[config.mk]
export PLATFORM = sky130hd
export DESIGN_NAME = id_ex_stage_flat
export DESIGN_NICKNAME = d
export VERILOG_FILES = /design/src/rtl/pipe_pkg.sv /design/src/rtl/id_ex_stage_if.sv /design/src/rtl/id_ex_stage_load_use_detect.sv /design/src/rtl/id_ex_stage.sv /design/src/flat_wrapper.sv
export SDC_FILE = /design/constraint.sdc
export NUM_CORES = 1
export LEC_CHECK = 0
export CORE_AREA = 3 3 131 133
export CTS_BUF_LIST = sky130_fd_sc_hd__clkbuf_8
export DETAILED_ROUTE_END_ITERATION = 10
export DIE_AREA = 0 0 134 136
export PLACE_DENSITY = 0.81
export SLEW_MARGIN = 20
export SYNTH_ARGS = -nofsm -noshare
export SYNTH_HDL_FRONTEND = slang
export SYNTH_SLANG_ARGS = --single-unit
[constraint.sdc]
create_clock -name clk_i -period 5.5 [get_ports clk_i]
set_clock_uncertainty 0.2 [all_clocks]
set_input_delay 1.1 -clock clk_i [delete_from_list [all_inputs] [get_ports clk_i]]
set_output_delay 1.1 -clock clk_i [all_outputs]
set_load 0.05 [all_outputs]
[src/rtl/pipe_pkg.sv]
`default_nettype none
// ============================================================================
// Module   : pipe_pkg
// Purpose  : Shared definitions for the ID/EX pipeline boundary. Holds the
//            control-bundle bit map, the register-address type and the
//            bubble encoding.
// Ports    : none (package)
// Revision : 1.0 - initial release
// ============================================================================
package pipe_pkg;
  localparam int CTRL_W         = 10;
  localparam int REG_ADDR_W     = 5;

  // Control bundle bit positions produced by the main decoder.
  localparam int CTRL_REGWRITE  = 0;
  localparam int CTRL_MEMTOREG  = 1;
  localparam int CTRL_MEMREAD   = 2;
  localparam int CTRL_MEMWRITE  = 3;
  localparam int CTRL_ALUSRC    = 4;
  localparam int CTRL_REGDST    = 5;
  localparam int CTRL_BRANCH    = 6;
  localparam int CTRL_ALUOP_LSB = 7;
  localparam int CTRL_ALUOP_MSB = 9;

  typedef logic [CTRL_W-1:0]     ctrl_t;
  typedef logic [REG_ADDR_W-1:0] reg_addr_t;

  // All-zero control: no register write, no memory access, no branch.
  localparam ctrl_t CTRL_BUBBLE = 10'b0;
endpackage
`default_nettype wire

[src/rtl/id_ex_stage_if.sv]
`default_nettype none
// ============================================================================
// Module   : id_ex_stage_if
// Purpose  : Bundle of the decode-side inputs and execute-side outputs of the
//            ID/EX boundary.
// Ports    : master - decode/execute environment: drives ID_*, EX_flush;
//                     observes PC_Write, IF_ID_Write, EX_*, counters
//            slave  - the ID/EX stage itself (mirror of master)
// Revision : 1.0 - initial release
// ============================================================================
interface id_ex_stage_if #(
  parameter int DATA_W = 32,
  parameter int CNT_W  = 16
);
  import pipe_pkg::*;

  reg_addr_t         ID_Rs_addr;
  reg_addr_t         ID_Rt_addr;
  reg_addr_t         ID_Rd_addr;
  logic              ID_uses_rt;
  ctrl_t             ID_ctrl;
  logic [DATA_W-1:0] ID_RS_data;
  logic [DATA_W-1:0] ID_RT_data;
  logic [DATA_W-1:0] ID_imm;
  logic [DATA_W-1:0] ID_pc4;
  logic              EX_flush;

  logic              PC_Write;
  logic              IF_ID_Write;
  reg_addr_t         EX_Rs_addr;
  reg_addr_t         EX_Rt_addr;
  reg_addr_t         EX_Rd_addr;
  ctrl_t             EX_ctrl;
  logic [DATA_W-1:0] EX_RS_data;
  logic [DATA_W-1:0] EX_RT_data;
  logic [DATA_W-1:0] EX_imm;
  logic [DATA_W-1:0] EX_pc4;
  logic [CNT_W-1:0]  stall_cnt;
  logic [CNT_W-1:0]  flush_cnt;

  modport master (
    output ID_Rs_addr, ID_Rt_addr, ID_Rd_addr, ID_uses_rt, ID_ctrl,
           ID_RS_data, ID_RT_data, ID_imm, ID_pc4, EX_flush,
    input  PC_Write, IF_ID_Write, EX_Rs_addr, EX_Rt_addr, EX_Rd_addr,
           EX_ctrl, EX_RS_data, EX_RT_data, EX_imm, EX_pc4,
           stall_cnt, flush_cnt
  );

  modport slave (
    input  ID_Rs_addr, ID_Rt_addr, ID_Rd_addr, ID_uses_rt, ID_ctrl,
           ID_RS_data, ID_RT_data, ID_imm, ID_pc4, EX_flush,
    output PC_Write, IF_ID_Write, EX_Rs_addr, EX_Rt_addr, EX_Rd_addr,
           EX_ctrl, EX_RS_data, EX_RT_data, EX_imm, EX_pc4,
           stall_cnt, flush_cnt
  );
endinterface
`default_nettype wire

[src/rtl/id_ex_stage_load_use_detect.sv]
`default_nettype none
// ============================================================================
// Module   : load_use_detect
// Purpose  : Combinational load-use hazard detector. Flags when the load now
//            in EX writes a register that the instruction in ID reads.
// Ports    : i_ex_memread  - EX instruction is a load
//            i_ex_rt       - load destination (Rt of the EX instruction)
//            i_id_rs       - ID source register Rs
//            i_id_rt       - ID register field Rt
//            i_id_uses_rt  - ID instruction actually reads Rt
//            o_hazard      - load-use hazard present
// Revision : 1.0 - initial release
// ============================================================================
module load_use_detect
  import pipe_pkg::*;
(
  input  logic      i_ex_memread,
  input  reg_addr_t i_ex_rt,
  input  reg_addr_t i_id_rs,
  input  reg_addr_t i_id_rt,
  input  logic      i_id_uses_rt,
  output logic      o_hazard
);
  logic w_rs_match;
  logic w_rt_match;

  assign w_rs_match = (i_ex_rt == i_id_rs);
  // Rt only matters when it is a source (R-type, beq, sw), not a destination.
  assign w_rt_match = i_id_uses_rt && (i_ex_rt == i_id_rt);
  // A load into $0 produces nothing to wait for.
  assign o_hazard   = i_ex_memread && (i_ex_rt != '0) && (w_rs_match || w_rt_match);
endmodule
`default_nettype wire

[src/rtl/id_ex_stage.sv]
`default_nettype none
// ============================================================================
// Module   : id_ex_stage
// Purpose  : ID/EX pipeline register with load-use stall generation, branch
//            flush bubbles and saturating stall/flush event counters.
// Ports    : clk_i  - clock, all state on rising edge
//            rst_i  - synchronous active-high reset
//            bus    - id_ex_stage_if.slave: ID_* / EX_flush in;
//                     PC_Write, IF_ID_Write, EX_*, stall_cnt, flush_cnt out
// Revision : 1.0 - initial release
// ============================================================================
module id_ex_stage
  import pipe_pkg::*;
#(
  parameter int DATA_W = 32,
  parameter int CNT_W  = 16
)(
  input  logic          clk_i,
  input  logic          rst_i,
  id_ex_stage_if.slave  bus
);
  localparam logic [CNT_W-1:0] C_CNT_MAX = {CNT_W{1'b1}};
  localparam logic [CNT_W-1:0] C_CNT_ONE = {{(CNT_W-1){1'b0}}, 1'b1};

  reg_addr_t         r_ex_rs;
  reg_addr_t         r_ex_rt;
  reg_addr_t         r_ex_rd;
  ctrl_t             r_ex_ctrl;
  logic [DATA_W-1:0] r_ex_rs_data;
  logic [DATA_W-1:0] r_ex_rt_data;
  logic [DATA_W-1:0] r_ex_imm;
  logic [DATA_W-1:0] r_ex_pc4;
  logic [CNT_W-1:0]  r_stall_cnt;
  logic [CNT_W-1:0]  r_flush_cnt;

  logic w_load_use;
  logic w_stall;
  logic w_bubble;

  load_use_detect u_load_use_detect (
    .i_ex_memread (r_ex_ctrl[CTRL_MEMREAD]),
    .i_ex_rt      (r_ex_rt),
    .i_id_rs      (bus.ID_Rs_addr),
    .i_id_rt      (bus.ID_Rt_addr),
    .i_id_uses_rt (bus.ID_uses_rt),
    .o_hazard     (w_load_use)
  );

  // A taken branch squashes the dependent instruction anyway, so the PC must
  // keep moving to fetch the target rather than hold for the load.
  assign w_stall  = w_load_use && !bus.EX_flush;
  assign w_bubble = bus.EX_flush || w_load_use;

  always_ff @(posedge clk_i) begin
    if (rst_i) begin
      r_ex_rs      <= '0;
      r_ex_rt      <= '0;
      r_ex_rd      <= '0;
      r_ex_ctrl    <= CTRL_BUBBLE;
      r_ex_rs_data <= '0;
      r_ex_rt_data <= '0;
      r_ex_imm     <= '0;
      r_ex_pc4     <= '0;
      r_stall_cnt  <= '0;
      r_flush_cnt  <= '0;
    end else begin
      if (w_stall && (r_stall_cnt != C_CNT_MAX)) begin
        r_stall_cnt <= r_stall_cnt + C_CNT_ONE;
      end
      if (bus.EX_flush && (r_flush_cnt != C_CNT_MAX)) begin
        r_flush_cnt <= r_flush_cnt + C_CNT_ONE;
      end

      // The bubble clears MemRead, so a stall can never extend past one cycle.
      if (w_bubble) begin
        r_ex_rs      <= '0;
        r_ex_rt      <= '0;
        r_ex_rd      <= '0;
        r_ex_ctrl    <= CTRL_BUBBLE;
        r_ex_rs_data <= '0;
        r_ex_rt_data <= '0;
        r_ex_imm     <= '0;
        r_ex_pc4     <= '0;
      end else begin
        r_ex_rs      <= bus.ID_Rs_addr;
        r_ex_rt      <= bus.ID_Rt_addr;
        r_ex_rd      <= bus.ID_Rd_addr;
        r_ex_ctrl    <= bus.ID_ctrl;
        r_ex_rs_data <= bus.ID_RS_data;
        r_ex_rt_data <= bus.ID_RT_data;
        r_ex_imm     <= bus.ID_imm;
        r_ex_pc4     <= bus.ID_pc4;
      end
    end
  end

  assign bus.PC_Write    = !w_stall;
  assign bus.IF_ID_Write = !w_stall;
  assign bus.EX_Rs_addr  = r_ex_rs;
  assign bus.EX_Rt_addr  = r_ex_rt;
  assign bus.EX_Rd_addr  = r_ex_rd;
  assign bus.EX_ctrl     = r_ex_ctrl;
  assign bus.EX_RS_data  = r_ex_rs_data;
  assign bus.EX_RT_data  = r_ex_rt_data;
  assign bus.EX_imm      = r_ex_imm;
  assign bus.EX_pc4      = r_ex_pc4;
  assign bus.stall_cnt   = r_stall_cnt;
  assign bus.flush_cnt   = r_flush_cnt;
endmodule
`default_nettype wire
[src/flat_wrapper.sv]
// flat-port wrapper written by rule: the top's interface ports become plain ports
module id_ex_stage_flat import pipe_pkg::*;
#(
  parameter int DATA_W = 32,
  parameter int CNT_W  = 16
)
  (clk_i, rst_i, bus_ID_Rs_addr, bus_ID_Rt_addr, bus_ID_Rd_addr, bus_ID_uses_rt, bus_ID_ctrl, bus_ID_RS_data, bus_ID_RT_data, bus_ID_imm, bus_ID_pc4, bus_EX_flush, bus_PC_Write, bus_IF_ID_Write, bus_EX_Rs_addr, bus_EX_Rt_addr, bus_EX_Rd_addr, bus_EX_ctrl, bus_EX_RS_data, bus_EX_RT_data, bus_EX_imm, bus_EX_pc4, bus_stall_cnt, bus_flush_cnt);
  id_ex_stage_if #(.DATA_W(DATA_W), .CNT_W(CNT_W)) bus_i ();
  input  logic clk_i;
  input  logic rst_i;
  input wire logic [$bits(bus_i.ID_Rs_addr)-1:0] bus_ID_Rs_addr;
  input wire logic [$bits(bus_i.ID_Rt_addr)-1:0] bus_ID_Rt_addr;
  input wire logic [$bits(bus_i.ID_Rd_addr)-1:0] bus_ID_Rd_addr;
  input wire logic [$bits(bus_i.ID_uses_rt)-1:0] bus_ID_uses_rt;
  input wire logic [$bits(bus_i.ID_ctrl)-1:0] bus_ID_ctrl;
  input wire logic [$bits(bus_i.ID_RS_data)-1:0] bus_ID_RS_data;
  input wire logic [$bits(bus_i.ID_RT_data)-1:0] bus_ID_RT_data;
  input wire logic [$bits(bus_i.ID_imm)-1:0] bus_ID_imm;
  input wire logic [$bits(bus_i.ID_pc4)-1:0] bus_ID_pc4;
  input wire logic [$bits(bus_i.EX_flush)-1:0] bus_EX_flush;
  output wire logic [$bits(bus_i.PC_Write)-1:0] bus_PC_Write;
  output wire logic [$bits(bus_i.IF_ID_Write)-1:0] bus_IF_ID_Write;
  output wire logic [$bits(bus_i.EX_Rs_addr)-1:0] bus_EX_Rs_addr;
  output wire logic [$bits(bus_i.EX_Rt_addr)-1:0] bus_EX_Rt_addr;
  output wire logic [$bits(bus_i.EX_Rd_addr)-1:0] bus_EX_Rd_addr;
  output wire logic [$bits(bus_i.EX_ctrl)-1:0] bus_EX_ctrl;
  output wire logic [$bits(bus_i.EX_RS_data)-1:0] bus_EX_RS_data;
  output wire logic [$bits(bus_i.EX_RT_data)-1:0] bus_EX_RT_data;
  output wire logic [$bits(bus_i.EX_imm)-1:0] bus_EX_imm;
  output wire logic [$bits(bus_i.EX_pc4)-1:0] bus_EX_pc4;
  output wire logic [$bits(bus_i.stall_cnt)-1:0] bus_stall_cnt;
  output wire logic [$bits(bus_i.flush_cnt)-1:0] bus_flush_cnt;
  assign bus_i.ID_Rs_addr = bus_ID_Rs_addr;
  assign bus_i.ID_Rt_addr = bus_ID_Rt_addr;
  assign bus_i.ID_Rd_addr = bus_ID_Rd_addr;
  assign bus_i.ID_uses_rt = bus_ID_uses_rt;
  assign bus_i.ID_ctrl = bus_ID_ctrl;
  assign bus_i.ID_RS_data = bus_ID_RS_data;
  assign bus_i.ID_RT_data = bus_ID_RT_data;
  assign bus_i.ID_imm = bus_ID_imm;
  assign bus_i.ID_pc4 = bus_ID_pc4;
  assign bus_i.EX_flush = bus_EX_flush;
  assign bus_PC_Write = bus_i.PC_Write;
  assign bus_IF_ID_Write = bus_i.IF_ID_Write;
  assign bus_EX_Rs_addr = bus_i.EX_Rs_addr;
  assign bus_EX_Rt_addr = bus_i.EX_Rt_addr;
  assign bus_EX_Rd_addr = bus_i.EX_Rd_addr;
  assign bus_EX_ctrl = bus_i.EX_ctrl;
  assign bus_EX_RS_data = bus_i.EX_RS_data;
  assign bus_EX_RT_data = bus_i.EX_RT_data;
  assign bus_EX_imm = bus_i.EX_imm;
  assign bus_EX_pc4 = bus_i.EX_pc4;
  assign bus_stall_cnt = bus_i.stall_cnt;
  assign bus_flush_cnt = bus_i.flush_cnt;
  id_ex_stage #(.DATA_W(DATA_W), .CNT_W(CNT_W)) u_core (.clk_i(clk_i), .rst_i(rst_i), .bus(bus_i));
endmodule
==> flow_summary.ini, run 1 <==
[routing]
wl_per_cell_um = 16.8
drt_iter0_drc = 237
vias = 4936
drc = 0
drtPass1Iterations = 6
via_per_inst = 4.42
postRouteAntennaNets = 0
drt-total-wl_um = 18800

[floorplanning]
floorplan.initialDensity_pct = 37.3
rows = 46
die_x_um = 134
core_area_mm2 = 0.0159
dieArea_mm2 = 0.0182
boundaryPins = 344
fp.dieH_um = 136

[setup_path]
regToRegStartpoint = u_core.bus.EX_Rt_addr[1]$_SDFF_PP0_
worstSetupPathType = input port to primary output
critPathLaunchType = input port
cp.arrival_ps = 3630
crit_fanout = 2
crit_path_end = bus_PC_Write
crit_required_ps = 4200
crit_start = bus_ID_Rt_addr[3]
reg2regPathDepth = 7
endpoint_kind = primary output
reg2reg_to = u_core.bus.EX_ctrl[3]$_SDFF_PP0_
regToRegSetupSlack_ps = 2330

[cells_and_area]
post-route-util_pct = 62.5
final_cell_mix = clkdlybuf4s50_1, dfxtp_1, and2_1
final_nets = 1046
layout_commonest_cell = clkdlybuf4s50_1
n_antenna_cell = 0
syn_to_final_growth_pct = 67.5
layout-drive-gt1-share_pct = 5.11

[clocking]
ctsRootBufferMaster = clkbuf_8
cts_buffers = 17
clk_pin_slew_worst_paths_ps = 100
clock-sinks = 185
clock_latency_ps = 460
htreeDepth = 4
holdBufCountCts = 0
postCtsSetupBuffers = 0
cts_resized = 0
cts_tree = done
clockBufferDepth = 2

[timing]
max_freq_mhz = 203
tightestPinTransition_ps = 932
relSlewSlack_pct = 37.9
rsz0062_at_grt = no
min_period_ps = 4930
min_period_over_period_pct = 89.7
hold_violations = 0
setup_tns_ps = 0
setup_violations = 0
drv_slew = 0

[logic_synthesis]
synth_warnings = 0
syn-instance-count = 547
synth_top_area_share_pct = 62.3
yosys.area.top_type = dfxtp_1
ys_seq_area_share_pct = 62.3
synth.distinct_cells = 45
ys_ff_latch = 185
synth-edff-count = 0
synthArstFlopShare_pct = 0
avgSynthCellArea_um2 = 10.9
netlist_area_mm2 = 0.00595
synth_flop_cell = dfxtp_1
yosys-top-cells-area = dfxtp_1, and2_1, nor2_1
syn-num-nets = 706

[status]
status = finished clean

[worst_hold_path]
hold_path_class = flop to flop

[power]
power.total_mw = 2.74
vdd_drop_max_v = 0.000228
total_leakage_power_nw = 3.75
p_per_area_mw_per_mm2 = 275

[global_route]
antenna_found_initial = 1
grt_max_degree = 110
grt_pass1_wl_um = 27600
grt_usage_pct = 20.0
grt.overflow.total = 0
first_global_vias = 4867

[place]
portBuffers = 343
hpwl_um = 14700
gp_congestion = 0.841

[flow_run]
cap_violations = 0
registers in the layout, indices dropped and copies added, names as in the netlist, 10 cells and up:
name                   cells
u_core.bus.stall_cnt      16
u_core.bus.EX_pc4         32
u_core.bus.flush_cnt      16
u_core.bus.EX_imm         32
u_core.bus.EX_RT_data     32
u_core.bus.EX_ctrl        10
u_core.bus.EX_RS_data     32
power breakdown:
group | switching, mW | total, mW | internal, mW
Combinational | 0.241 | 0.442 | 0.200
Sequential | 0.0171 | 1.40 | 1.39
Clock | 0.524 | 0.901 | 0.377
routing by layer:
metal	wire length, um	track usage (%)
met1	7190	22.3
met2	9810	35.3
met3	1490	7.99
met4	289	5.43
met5	13	0
cells in the mapped netlist (all sizes together), types with 4 or more instances:
cell,count
buf,11
dfxtp,185
xor2,11
and2,154
nor2b,6
nor3,13
o31ai,4
nor2,32
nand4,9
or3,6
a31oi,4
a21oi,10
clkbuf,15
xnor2,6
o21ai,5
nand2,10
nand3,12
mux2,7
and4,4
or4,7
nor4,8
worst min-delay path by stage:
stage,from,endpoint,slack (ps),depth (start not counted)
floorplan,u_core.bus.EX_ctrl[2]$_SDFF_PP0_,u_core.bus.stall_cnt[12]$_SDFFE_PP0P_,460,3
global placement,u_core.bus.stall_cnt[4]$_SDFFE_PP0P_,u_core.bus.stall_cnt[4]$_SDFFE_PP0P_,310,2
detailed placement,u_core.bus.stall_cnt[15]$_SDFFE_PP0P_,u_core.bus.stall_cnt[15]$_SDFFE_PP0P_,320,2
CTS,u_core.bus.stall_cnt[15]$_SDFFE_PP0P_,u_core.bus.stall_cnt[15]$_SDFFE_PP0P_,340,2
global route,u_core.bus.stall_cnt[15]$_SDFFE_PP0P_,u_core.bus.stall_cnt[15]$_SDFFE_PP0P_,360,2
finish,u_core.bus.stall_cnt[15]$_SDFFE_PP0P_,u_core.bus.stall_cnt[15]$_SDFFE_PP0P_,340,2
final cells by class:
type                       count  area, um^2
fill                        1308        5980
sequential                   185        3700
timing repair buffer         347        3460
multi-input combinational    333        2120
tap                          216         270
clock buffer                  17         234
clock inverter                15         160
inverter                       3        11.3
worst max-delay path, stage by stage:
cell	delay, ps
clkdlybuf4s50_1	430
xor2_1	150
nor4_1	480
a32oi_1	300
or3_1	440
clkdlybuf4s50_1	720
cells by family (layout without fill, tap and decap cells):
| family | Yosys count | count (layout) | synth area share [%] |
|---|---|---|---|
| buf+inv | 29 | 382 | 2.19 |
| fa+ha+maj | 2 | 2 | 0.421 |
| xor+xnor | 17 | 17 | 2.50 |
| mux | 9 | 9 | 1.66 |
| simple gates | 272 | 272 | 27.2 |
| compound gates | 33 | 33 | 3.81 |
| flops | 185 | 185 | 62.3 |
per-stage QoR:
stage               hold WS [ps]  area [um^2]  setup slack, ps  cells
floorplan                    460         5950             1410    547
global placement             307         9570              541   1084
detailed placement           321         9570              463   1084
CTS                          335         9960              463   1116
global route                 363         9960              357   1116
finish                       338         9960              566   1116
Note: power is estimated with default switching activity, not from simulation.
==> run 2, diff against run 1 <==
--- a/config.mk
+++ b/config.mk
@@ -7,6 +7,7 @@
 export LEC_CHECK = 0
 export CORE_AREA = 3 3 131 133
 export CTS_BUF_LIST = sky130_fd_sc_hd__clkbuf_8
+export CTS_CLUSTER_DIAMETER = 40
 export DETAILED_ROUTE_END_ITERATION = 10
 export DIE_AREA = 0 0 134 136
 export PLACE_DENSITY = 0.81
==> results of run 2 <==
The final DEF is identical to that of run 1; final timing and power are the same.
